**src/rtl/perf_pkg.sv**
```systemverilog
// Shared types and constants for the performance event router.
// Config layout is the software-visible CFG register format.
package perf_pkg;

  localparam int PERF_MAX_SOURCES = 256;
  localparam int PERF_REG_STRIDE  = 4;

  localparam int PERF_SEL_LSB  = 0;
  localparam int PERF_SEL_W    = 8;
  localparam int PERF_EN_BIT   = 8;
  localparam int PERF_EDGE_BIT = 9;
  localparam int PERF_INV_BIT  = 10;
  localparam int PERF_CFG_W    = 11;

  localparam int PERF_CTRL_FREEZE_BIT = 0;

  typedef struct packed {
    logic                  inv;
    logic                  edge_mode;
    logic                  en;
    logic [PERF_SEL_W-1:0] sel;
  } perf_cfg_t;

  function automatic logic [31:0] perf_cfg_word(
    input perf_cfg_t cfg
  );
    return 32'(cfg);
  endfunction

  function automatic perf_cfg_t perf_cfg_from_word(
    input logic [PERF_CFG_W-1:0] w
  );
    return perf_cfg_t'(w);
  endfunction

endpackage

```
**src/rtl/perf_event_channel.sv**
```systemverilog
// One counter channel: selects a source, qualifies it as
// level/edge/inverted and registers the resulting event bit.
module perf_event_channel
  import perf_pkg::*;
#(
  parameter int NUM_SOURCES = 32
) (
  input  logic                   clk_i,
  input  logic                   rst_ni,
  input  logic [NUM_SOURCES-1:0] src_i,
  input  logic                   cfg_we_i,
  input  perf_cfg_t              cfg_wdata_i,
  input  logic                   freeze_i,
  output perf_cfg_t              cfg_o,
  output logic                   event_o
);

  perf_cfg_t cfg_q, cfg_d;
  logic      hist_q, hist_d;
  logic      prime_q, prime_d;
  logic      event_q, event_d;

  logic [PERF_MAX_SOURCES-1:0] src_ext;
  logic                        raw;
  logic                        v;
  logic                        hit;

  // Zero padding makes any sel >= NUM_SOURCES read as 0.
  always_comb begin
    src_ext = '0;
    src_ext[NUM_SOURCES-1:0] = src_i;
    raw = src_ext[cfg_q.sel];
    v   = raw ^ cfg_q.inv;
  end

  always_comb begin
    hit = cfg_q.edge_mode ? (v & ~hist_q) : v;
    if (prime_q) begin
      hit = 1'b0;
    end
  end

  // History tracks every cycle, including while frozen or primed.
  always_comb begin
    cfg_d   = cfg_q;
    hist_d  = v;
    prime_d = cfg_we_i;
    event_d = hit & cfg_q.en & ~freeze_i;
    if (cfg_we_i) begin
      cfg_d = cfg_wdata_i;
    end
  end

  always_ff @(posedge clk_i or negedge rst_ni) begin
    if (!rst_ni) begin
      cfg_q   <= '0;
      hist_q  <= 1'b0;
      prime_q <= 1'b0;
      event_q <= 1'b0;
    end else begin
      cfg_q   <= cfg_d;
      hist_q  <= hist_d;
      prime_q <= prime_d;
      event_q <= event_d;
    end
  end

  assign cfg_o   = cfg_q;
  assign event_o = event_q;

endmodule

```
**src/rtl/perf_event_select.sv**
```systemverilog
// Programmable event router in front of the performance counters:
// source register, CTRL, IO decode and registered read-back.
module perf_event_select
  import perf_pkg::*;
#(
  parameter int          NUM_SOURCES  = 32,
  parameter int          NUM_COUNTERS = 4,
  parameter logic [31:0] BASE_ADDRESS = 32'h0
) (
  input  logic                    clk,
  input  logic                    reset,
  input  logic [NUM_SOURCES-1:0]  perf_sources,
  output logic [NUM_COUNTERS-1:0] perf_events,
  input  logic [31:0]             io_address,
  input  logic                    io_write_en,
  input  logic [31:0]             io_write_data,
  input  logic                    io_read_en,
  output logic [31:0]             io_read_data
);

  localparam int IDX_W = 32 - $clog2(PERF_REG_STRIDE);
  localparam int OFS_W = $clog2(PERF_REG_STRIDE);

  logic [NUM_SOURCES-1:0]  src_q, src_d;
  logic                    freeze_q, freeze_d;
  logic [31:0]             rdata_q, rdata_d;

  logic [31:0]             offset;
  logic [IDX_W-1:0]        word_idx;
  logic                    aligned;
  logic [NUM_COUNTERS-1:0] cfg_hit;
  logic [NUM_COUNTERS-1:0] cfg_we;
  logic                    ctrl_hit;
  logic [31:0]             rd_mux;
  perf_cfg_t               cfg_wdata;
  perf_cfg_t               cfg_arr [NUM_COUNTERS];

  logic                    unused_wdata;

  // Addresses below BASE wrap to a huge offset and decode as unmapped.
  assign offset   = io_address - BASE_ADDRESS;
  assign word_idx = offset[31:OFS_W];
  assign aligned  = (offset[OFS_W-1:0] == '0);
  assign ctrl_hit = aligned &&
                    (word_idx == IDX_W'(NUM_COUNTERS));

  for (genvar i = 0; i < NUM_COUNTERS; i++) begin : g_dec
    assign cfg_hit[i] = aligned &&
                        (word_idx == IDX_W'(i));
    assign cfg_we[i]  = io_write_en & cfg_hit[i];
  end

  assign cfg_wdata =
    perf_cfg_from_word(io_write_data[PERF_CFG_W-1:0]);

  assign unused_wdata = ^io_write_data[31:PERF_CFG_W];

  always_comb begin
    src_d    = perf_sources;
    freeze_d = freeze_q;
    if (io_write_en && ctrl_hit) begin
      freeze_d = io_write_data[PERF_CTRL_FREEZE_BIT];
    end
  end

  // Mux samples current state, so a same-cycle write reads old data.
  always_comb begin
    rd_mux = '0;
    for (int i = 0; i < NUM_COUNTERS; i++) begin
      if (cfg_hit[i]) begin
        rd_mux = perf_cfg_word(cfg_arr[i]);
      end
    end
    if (ctrl_hit) begin
      rd_mux[PERF_CTRL_FREEZE_BIT] = freeze_q;
    end
  end

  always_comb begin
    rdata_d = rdata_q;
    if (io_read_en) begin
      rdata_d = rd_mux;
    end
  end

  always_ff @(posedge clk or negedge reset) begin
    if (!reset) begin
      src_q    <= '0;
      freeze_q <= 1'b0;
      rdata_q  <= '0;
    end else begin
      src_q    <= src_d;
      freeze_q <= freeze_d;
      rdata_q  <= rdata_d;
    end
  end

  for (genvar i = 0; i < NUM_COUNTERS; i++) begin : g_ch
    perf_event_channel #(
      .NUM_SOURCES (NUM_SOURCES)
    ) u_ch (
      .clk_i       (clk),
      .rst_ni      (reset),
      .src_i       (src_q),
      .cfg_we_i    (cfg_we[i]),
      .cfg_wdata_i (cfg_wdata),
      .freeze_i    (freeze_q),
      .cfg_o       (cfg_arr[i]),
      .event_o     (perf_events[i])
    );
  end

  assign io_read_data = rdata_q;

endmodule

```
**config.mk**
```make
export PLATFORM = sky130hd
export DESIGN_NAME = perf_event_select
export DESIGN_NICKNAME = d
export VERILOG_FILES = /design/src/rtl/perf_pkg.sv /design/src/rtl/perf_event_channel.sv /design/src/rtl/perf_event_select.sv
export SDC_FILE = /design/constraint.sdc
export NUM_CORES = 1
export LEC_CHECK = 0
export CORE_MARGIN = 2
export CORE_UTILIZATION = 30
export CTS_BUF_LIST = sky130_fd_sc_hd__clkbuf_4
export CTS_CLUSTER_DIAMETER = 30
export DETAILED_ROUTE_END_ITERATION = 10
export PLACE_DENSITY_LB_ADDON = 0.2
export RECOVER_POWER = 50
export SETUP_SLACK_MARGIN = 0.15
export SLEW_MARGIN = 10
export SYNTH_ARGS = -nofsm -noshare
export SYNTH_HDL_FRONTEND = slang
export SYNTH_HIERARCHICAL = 1
export SYNTH_SLANG_ARGS = --single-unit
```
**constraint.sdc**
```tcl
create_clock -name clk -period 2.16 [get_ports clk]
set_input_delay 0.216 -clock clk [delete_from_list [all_inputs] [get_ports clk]]
set_output_delay 0.216 -clock clk [all_outputs]
set_load 0.1 [all_outputs]
```
Yosys cells after proc, flatten, opt, wreduce, memory -nomap -nowiden
Index checks and enable logic that the tools add are counted.
{ "word_totals": {"register_bits": 121, "in_bits": 100, "output_inout_bits": 36, "word_cells": 93} }
{ "op_classes": {"n_lt_le_gt_ge": 4, "n_eq_ne": 4, "n_mux": 21, "n_bitwise": 25, "reduce_logical": 8} }
{ "op_table": {"columns": ["cell", "n"], "rows": [
  ["32-bit two-way mux", 3],
  ["30-bit by 2-bit == test with 1-bit output, second input constant", 2],
  ["8-bit by 9-bit less-than comparator with 1-bit output, second input constant", 4],
  ["1-bit binary-select mux with 8-bit select", 4],
  ["30-bit by 1-bit == test with 1-bit output, second input constant", 1],
  ["30-bit by 3-bit == test with 1-bit output, second input constant", 1],
  ["30-bit logical NOT", 1],
  ["1-bit bitwise AND", 16],
  ["1-bit two-way mux", 13],
  ["11-bit two-way mux", 1],
  ["1-bit logical AND", 6],
  ["1-bit NOT", 5],
  ["1-bit XOR", 4],
  ["2-bit logical NOT", 1]
]} }

Longest topological paths before layout
Gate-level depths: netlist of run 1.
{ "depth": {"ltp_word": 8, "ltp_mapped": 7, "depth_no_buf": 6} }

Hierarchy
Netlist of run 1, hierarchy kept.
{ "by_module_without_submodules": {"columns": ["mod", "instances", "cells_per_inst", "area_per_inst_um2"], "rows": [
  ["perf_event_channel", 4, 64, 862.1],
  ["perf_event_select", 1, 151, 1944.4]
]} }

Least setup slack after synthesis of run 1
No wires, ideal clock.
{ "synth_timing": {"path_kind": "input to register", "from": "input port io_address[27]", "to": "register g_ch[2].u_ch.cfg_q, in the netlist g_ch[2].u_ch/cfg_o[0]", "setup_ns": 0.125, "arrival_time_ns": 2.203, "required_ns": 2.035, "slack_ns": -0.168, "cell_stages": 6, "n_path_buf": 1, "cell_sequence": "nor4_2 nand4_2 or4_4 nor3b_2 buf_1 mux2_2"} }
{ "synth_between": {"elab_chain_len": 3} }
{ "synth_lines": {"columns": ["element", "line_no", "source"], "rows": [
  ["from (decl)", "perf_event_select.sv:14", "input logic [31:0] io_address,"],
  ["30-bit by 2-bit == test with 1-bit output", "perf_event_select.sv:49", "(word_idx == IDX_W'(i));"],
  ["1-bit logical AND", "perf_event_select.sv:48", "assign cfg_hit[i] = aligned &&"],
  ["1-bit bitwise AND", "perf_event_select.sv:50", "assign cfg_we[i] = io_write_en & cfg_hit[i];"],
  ["named net cfg_we[2]", "perf_event_select.sv:32", "logic [NUM_COUNTERS-1:0] cfg_we;"],
  ["to (signal assigned)", "perf_event_channel.sv:61", "cfg_q <= cfg_d;"],
  ["to (decl)", "perf_event_channel.sv:18", "perf_cfg_t cfg_q, cfg_d;"]
]} }
The timed path passes the listed nets, and every way through them passes these cells.
A chain may end at the register's enable or synchronous reset.

Worst setup path in the final report of run 1
{ "layout_timing": {"from": "input port io_address[30]", "to": "register g_ch[2].u_ch.cfg_q, in the netlist g_ch[2].u_ch/cfg_o[7]"} }
The elaborated chain is that of the path after synthesis.

==> results of run 1 <==
## kinds of logic after synthesis
family / synth area share [%]
AOI/OAI and AO/OA: 7.80
xor gates and xnor gates: 0.650
buffers and inverters: 7.26
DFF: 46.4
muxes: 26.6
other: 0.0695
and+or+nand+nor: 11.2
## worst min path at each step
stage,start,to,cells after the start
after floorplan,reset,freeze_q$_DFFE_PN0P_,0
after global placement,reset,io_read_data[8]$_DFFE_PN0P_,1
after detailed placement,reset,io_read_data[10]$_DFFE_PN0P_,1
after CTS,perf_sources[6],src_q[6]$_DFF_PN0_,1
after global routing,reset,g_ch[1].u_ch/event_o$_DFF_PN0_,2
final,reset,g_ch[1].u_ch/hist_q$_DFF_PN0_,2
## cell usage after synthesis (all sizes together), types with 4 or more instances
master   instances  area share [%]
a2111oi          8             1.3
a211oi           5            0.70
and2b            4            0.56
buf             42             6.1
dfrtp          100              46
inv             14            0.97
mux2            58              12
mux2i           12             2.2
mux4            28              12
nand2           18             1.3
nand2b           7            0.81
nand3            9            0.84
nor2             7            0.49
nor2b            7            0.81
nor3            12             1.7
nor4             9             1.7
o2111ai          7             1.6
o21ai           15             1.4
o221ai           4             1.1
o22ai            8            0.93
or2b            12             1.7
xnor2            4            0.65
## what timing repair did
item | 4_1_cts | 5_1_grt
hold buffers | 1 | 0
hold endpoints to repair | 57 | 0
setup endpoints to repair | 28 | 34
pin swaps | 9 | 12
buffers inserted | 3 | 5
cloned | 1 | 0
gates resized for setup | 19 | 27
## power groups by stage
stage | Clock (mW) | Sequential, mW | Combinational, mW
after floorplan | 0 | 1.99 | 0.296
after global placement | 0 | 1.97 | 0.551
after detailed placement | 0 | 1.98 | 0.555
after CTS | 1.06 | 1.94 | 0.552
after global routing | 1.12 | 1.95 | 0.573
final | 1.03 | 1.94 | 0.540
## flip-flops by register name, indices dropped and copies added, names as in the netlist
| name | cells |
|---|---|
| g_ch.u_ch/hist_q | 4 |
| g_ch.u_ch/cfg_o | 44 |
| g_ch.u_ch/prime_q | 4 |
| io_read_data | 11 |
| src_q | 32 |
| g_ch.u_ch/event_o | 4 |
| freeze_q | 1 |
## metal layers
| layer | wire length, um | track usage (%) | up-vias |
|---|---|---|---|
| li1 | - | - | 1748 |
| met1 | 6240 | 20.4 | 1892 |
| met2 | 7200 | 25.4 | 88 |
| met3 | 539 | 2.84 | 15 |
| met4 | 245 | 4.89 | 0 |
| met5 | 0 | 0 | - |
## metrics by stage
stage	hold WS [ns]	cells	setup WS (ns)	area (sq um)	utilization (%)
4_1_cts	0.102	766	0.0949	6910	38.9
3_3_place_gp	0.165	746	-0.457	6710	37.7
6_report	0.140	773	0.186	7050	39.6
5_1_grt	0.154	773	0.126	7050	39.6
3_5_place_dp	0.163	746	-0.445	6710	37.7
2_1_floorplan	-0.0796	427	0.0647	5530	-
## critical path, delay by kind of cell
kind | cells | cell delay, ns
and+or+nand+nor | 4 | 1.16
buffers and inverters | 3 | 0.69
muxes | 1 | 0.33
## layout make-up
cell class,count,area (sq um),share of cell area [%]
Sequential cell,100,2510,35.6
Antenna cell,2,5.00,0.0710
Multi-Input combinational cell,269,2700,38.3
Inverter,14,52.6,0.746
Tap cell,229,287,4.07
Clock buffer,10,75.1,1.07
Clock inverter,5,61.3,0.870
Timing Repair Buffer,144,1360,19.3
## cells in the final DEF, fill, tap and decap left out, drive strengths merged, types with 5 or more instances in the layout
| master | n |
|---|---|
| a2111oi | 8 |
| a211oi | 5 |
| buf | 64 |
| clkbuf | 12 |
| clkdlybuf4s50 | 22 |
| conb | 21 |
| dfrtp | 100 |
| dlygate4sd2 | 12 |
| dlygate4sd3 | 33 |
| dlymetal6s2s | 11 |
| inv | 15 |
| mux2 | 58 |
| mux2i | 12 |
| mux4 | 28 |
| nand2 | 18 |
| nand2b | 7 |
| nand3 | 9 |
| nor2 | 7 |
| nor2b | 7 |
| nor3 | 12 |
| nor4 | 9 |
| o2111ai | 7 |
| o21ai | 15 |
| o22ai | 8 |
| or2b | 12 |
==> impl_metrics.toml, run 1 <==
[sta]
fmax_mhz = 507
hold_viol = 0
slew_headroom_pct = 20.5
tightest_slew_ns = 1.19
maxSlewViolCount = 0
rsz0062_at_grt = "yes"
min_period_ns = 1.97
fin_worst_skew_ns = 0.0231
finalSetupViolCount = 0
fin_crit_sh_pct = 91.4
tns_ns = 0

[detailed_routing]
viasPerCell = 4.84
route.vias.total = 3743
drc = 0
avgRoutedWirePerCell_um = 18.4
first_pass_iters = 4
wl_um = 14200
drtIter0Drc = 246
ant_nets = 0

[power_and_ir_drop]
seqPwrFrac_pct = 55.4
p_switching_mw = 1.03
p_int_mw = 2.48
power_leakage_nw = 3.04
p_total_mw = 3.51
power_density_mw_per_mm2 = 498
peakVddDrop_v = 0.000272
swShare_pct = 29.3
p_clk_share_pct = 29.2
combPwrFrac_pct = 15.4

[clock_tree]
cts_max_level = 3
worstSkewPairLatency_ns = 0.51
cts.sinks = 100
tritoncts = "yes"
cts_buffers = 9
clockRootBuffer = "clkbuf_4"
clk_pin_slew_ns = 0.16
clk_path_buf_depth = 2

[synth]
synth-seq-cells = 100
synth-edff-count = 0
synth_ff_type = "dfrtp_1"
synthesis.area_sq_mm = 0.00539
synth_cell_types = 43
synthArstFlopShare_pct = 100
yosysWarnings = 6
avgSynthCellArea_sq_um = 13.2
ys_seq_area_share_pct = 46.4
syn_inst = 407

[floorplanning]
start_util_pct = 30.3
die_y_um = 138
io_pins = 136
dieArea_sq_mm = 0.0191
die_x_um = 138
core_sq_mm = 0.0178
rows = 49

[setup_path]
critPathCapture = "g_ch[2].u_ch/cfg_o[7]$_DFFE_PN0P_"
critPathKind = "input port to register"
required_ns = 2.58
r2r_cells = 5
cp-start-kind = "input port"
end_kind = "register"
path_cells = "clkdlybuf4s50_1, nor3_2, nand4_2, or4_4, nor3b_4, buf_4, buf_12, mux2_2"
worstPathArrival_ns = 2.40
cpMaxStageDelayCell = "or4_4"
r2r-start = "g_ch[3].u_ch/cfg_o[0]$_DFFE_PN0P_"
reg2reg_to = "g_ch[3].u_ch/event_o$_DFF_PN0_"
setup.worst_path.start = "io_address[30]"
cpPeakStageDelay_ns = 0.60
critPathMaxFanout = 7
r2r_slack_ns = 0.24

[placement]
io_buffers = 93
dpl.hpwl_um = 10700
gp_congestion = 0.855

[global_routing]
first_global_vias = 4016
grt_usage_pct = 15.3
grt_max_degree = 49
overflow = 0
grt_antenna_before_repair = 2
grt_pass1_wl_um = 22700

[hold_path]
min_path_type = "input port to async pin"

[cells_and_area]
fin_nets = 638
nFillCells = 1727
syn_to_final_growth_pct = 30.6
drive_gt1_share_pct = 34.7

[job]
max_cap_violations = 0

[status]
status = "finished, final reports clean"
Note: power is estimated with default switching activity, not from simulation.
==> run 2: changes to the inputs <==
--- a/config.mk
+++ b/config.mk
@@ -5,7 +5,7 @@
 export SDC_FILE = /design/constraint.sdc
 export NUM_CORES = 1
 export LEC_CHECK = 0
-export CORE_MARGIN = 2
+export CORE_MARGIN = 3
 export CORE_UTILIZATION = 30
 export CTS_BUF_LIST = sky130_fd_sc_hd__clkbuf_4
 export CTS_CLUSTER_DIAMETER = 30
==> run 2 against run 1 <==
  * Worst setup slack improved by 0.011 ns
  * Final cell count fell by 2.6%
  * Register-to-register slack got worse by 0.02 ns
  * Hold slack improved by 0.15 ns
  * Largest cell class unchanged
  * Highest routed layer unchanged
  * Critical path depth did not move
  * Routed wire length fell by 2.8%
  * Critical endpoint is now g_ch[2].u_ch/cfg_o[0]$_DFFE_PN0P_
  * Clock-buffer cell count fell by 1
==> impl_metrics.toml, run 2 (same netlist as run 1, synthesis figures left out) <==
[status]
status = "finished, final reports clean"

[power_and_ir_drop]
power_leakage_nw = 2.93
power_density_mw_per_mm2 = 519
peakVddDrop_v = 0.000244

[floorplanning]
dieArea_sq_mm = 0.0196
die_x_um = 140
die_y_um = 140
io_pins = 136
start_util_pct = 31.0
core_sq_mm = 0.0174
rows = 48

[global_routing]
grt_antenna_before_repair = 1
first_global_vias = 3976
grt_max_degree = 39
grt_pass1_wl_um = 21800
overflow = 0
grt_usage_pct = 14.3

[clock_tree]
clk_path_buf_depth = 2
tritoncts = "yes"
worstSkewPairLatency_ns = 0.48
cts_buffers = 9
cts.sinks = 100
clk_pin_slew_ns = 0.15
clockRootBuffer = "clkbuf_4"
cts_max_level = 3

[cells_and_area]
drive_gt1_share_pct = 31.9
syn_to_final_growth_pct = 29.4
nFillCells = 1643
fin_nets = 622
design_area_sq_mm = 0.00698
most-common-layout-cells = "96 x dfrtp_1, 45 x mux2_2, 35 x buf_4, 33 x dlygate4sd3_1, 22 x clkdlybuf4s50_1"
largest_reg_flops = 44
final_common_cell = "dfrtp_1"

[placement]
dp_slack_ns = -0.420
gp_congestion = 0.828
placed_area_sq_mm = 0.00670
io_buffers = 93
dpl.hpwl_um = 10600

[setup_path]
critPathMaxFanout = 6
critPathKind = "input port to register"
path_cells = "clkdlybuf4s50_1, nor3_2, nand4_2, or4_4, nor3b_4, buf_4, buf_12, mux2_2"
required_ns = 2.53
cpMaxStageDelayCell = "or4_4"
end_kind = "register"
cp-start-kind = "input port"
worstPathArrival_ns = 2.33
cp_num_buf_inv = 3
critPathTopFamily = "simple AND/OR/NAND/NOR gates"
cpPeakStageDelay_ns = 0.56

[detailed_routing]
viasPerCell = 4.94
drtIter0Drc = 129
drc = 0
ant_nets = 0
first_pass_iters = 4
wl_um = 13800
avgRoutedWirePerCell_um = 18.4
route.vias.total = 3722

[sta]
hold_viol = 0
tightest_slew_ns = 1.35
fin_crit_sh_pct = 90.9
setup_ws_ns = 0.198
rsz0062_at_grt = "yes"
finalSetupViolCount = 0
fin_hold_ws_ns = 0.293
maxSlewViolCount = 0
slew_headroom_pct = 10.1
fin_worst_skew_ns = 0.0244
fmax_mhz = 510
min_period_ns = 1.96

[job]
max_cap_violations = 0

[hold_path]
min_path_type = "input port to register"
[run 2: changes by cell type in the layout (fill, tap and decap cells not counted), moves of 3 or more]
| cell | previous run | this run |
|---|---|---|
| buf_4 | 58 | 35 |
| buf_12 | 4 | 11 |
| dlygate4sd2_1 | 12 | 19 |
| dlymetal6s2s_1 | 11 | 4 |
| clkinvlp_4 | 0 | 3 |
[run 2: final timing paths]
path / endpoint / depth (start not counted) / startpoint / slack [ns]
worst max register to register: g_ch[1].u_ch/event_o$_DFF_PN0_ / 5 / g_ch[1].u_ch/cfg_o[1]$_DFFE_PN0P_ / 0.22
worst min-delay path: src_q[5]$_DFF_PN0_ / 1 / perf_sources[5] / 0.29
worst max-delay path: g_ch[2].u_ch/cfg_o[0]$_DFFE_PN0P_ / 8 / io_address[31] / 0.20
max in group asynchronous: g_ch[2].u_ch/cfg_o[10]$_DFFE_PN0P_ / 3 / reset / 0.48
min in group asynchronous: io_read_data[8]$_DFFE_PN0P_ / 2 / reset / 0.54
worst min register to register: io_read_data[8]$_DFFE_PN0P_ / 2 / io_read_data[8]$_DFFE_PN0P_ / 0.53
[run 2: area by class of cell]
| type | instances | area (sq um) | area share [%] |
|---|---|---|---|
| multi-input combinational | 269 | 2670 | 38.2 |
| sequential | 100 | 2510 | 35.9 |
| timing repair buffer | 128 | 1300 | 18.6 |
| tap | 225 | 282 | 4.04 |
| clock inverter | 7 | 98.8 | 1.42 |
| clock buffer | 9 | 67.6 | 0.969 |
| inverter | 14 | 52.6 | 0.753 |
| antenna | 1 | 2.50 | 0.0359 |
[run 2: stage by stage]
step / instances / power [mW] / util, % / setup TNS, ns
after global placement: 730 / 2.52 / 38.5 / -15.73
after detailed placement: 730 / 2.53 / 38.5 / -16.90
after floorplan: 427 / 2.29 / - / 0
final: 753 / 3.62 / 40.1 / 0
after global routing: 753 / 3.75 / 40.1 / 0
after CTS: 751 / 3.67 / 39.7 / 0
[run 2: where the power goes]
part	internal [mW]	switching, mW
clock network	0.474	0.675
logic	0.194	0.333
registers	1.91	0.0310
total	2.58	1.04
[run 2: what timing repair did]
action	in CTS	in global routing
endpoints found under the setup margin	27	15
resized for setup	23	18
hold buffers	1	0
pin swaps	11	9
setup buffers	3	1
hold endpoints to repair	78	0
cloned	1	0
[run 2: layer usage]
| metal | GRT usage [%] | up-vias | wire (um) |
|---|---|---|---|
| met4 | 4.74 | 0 | 255 |
| met2 | 23.0 | 122 | 6500 |
| li1 | - | 1723 | - |
| met3 | 3.11 | 14 | 800 |
| met5 | 0 | - | 0 |
| met1 | 19.2 | 1863 | 6270 |
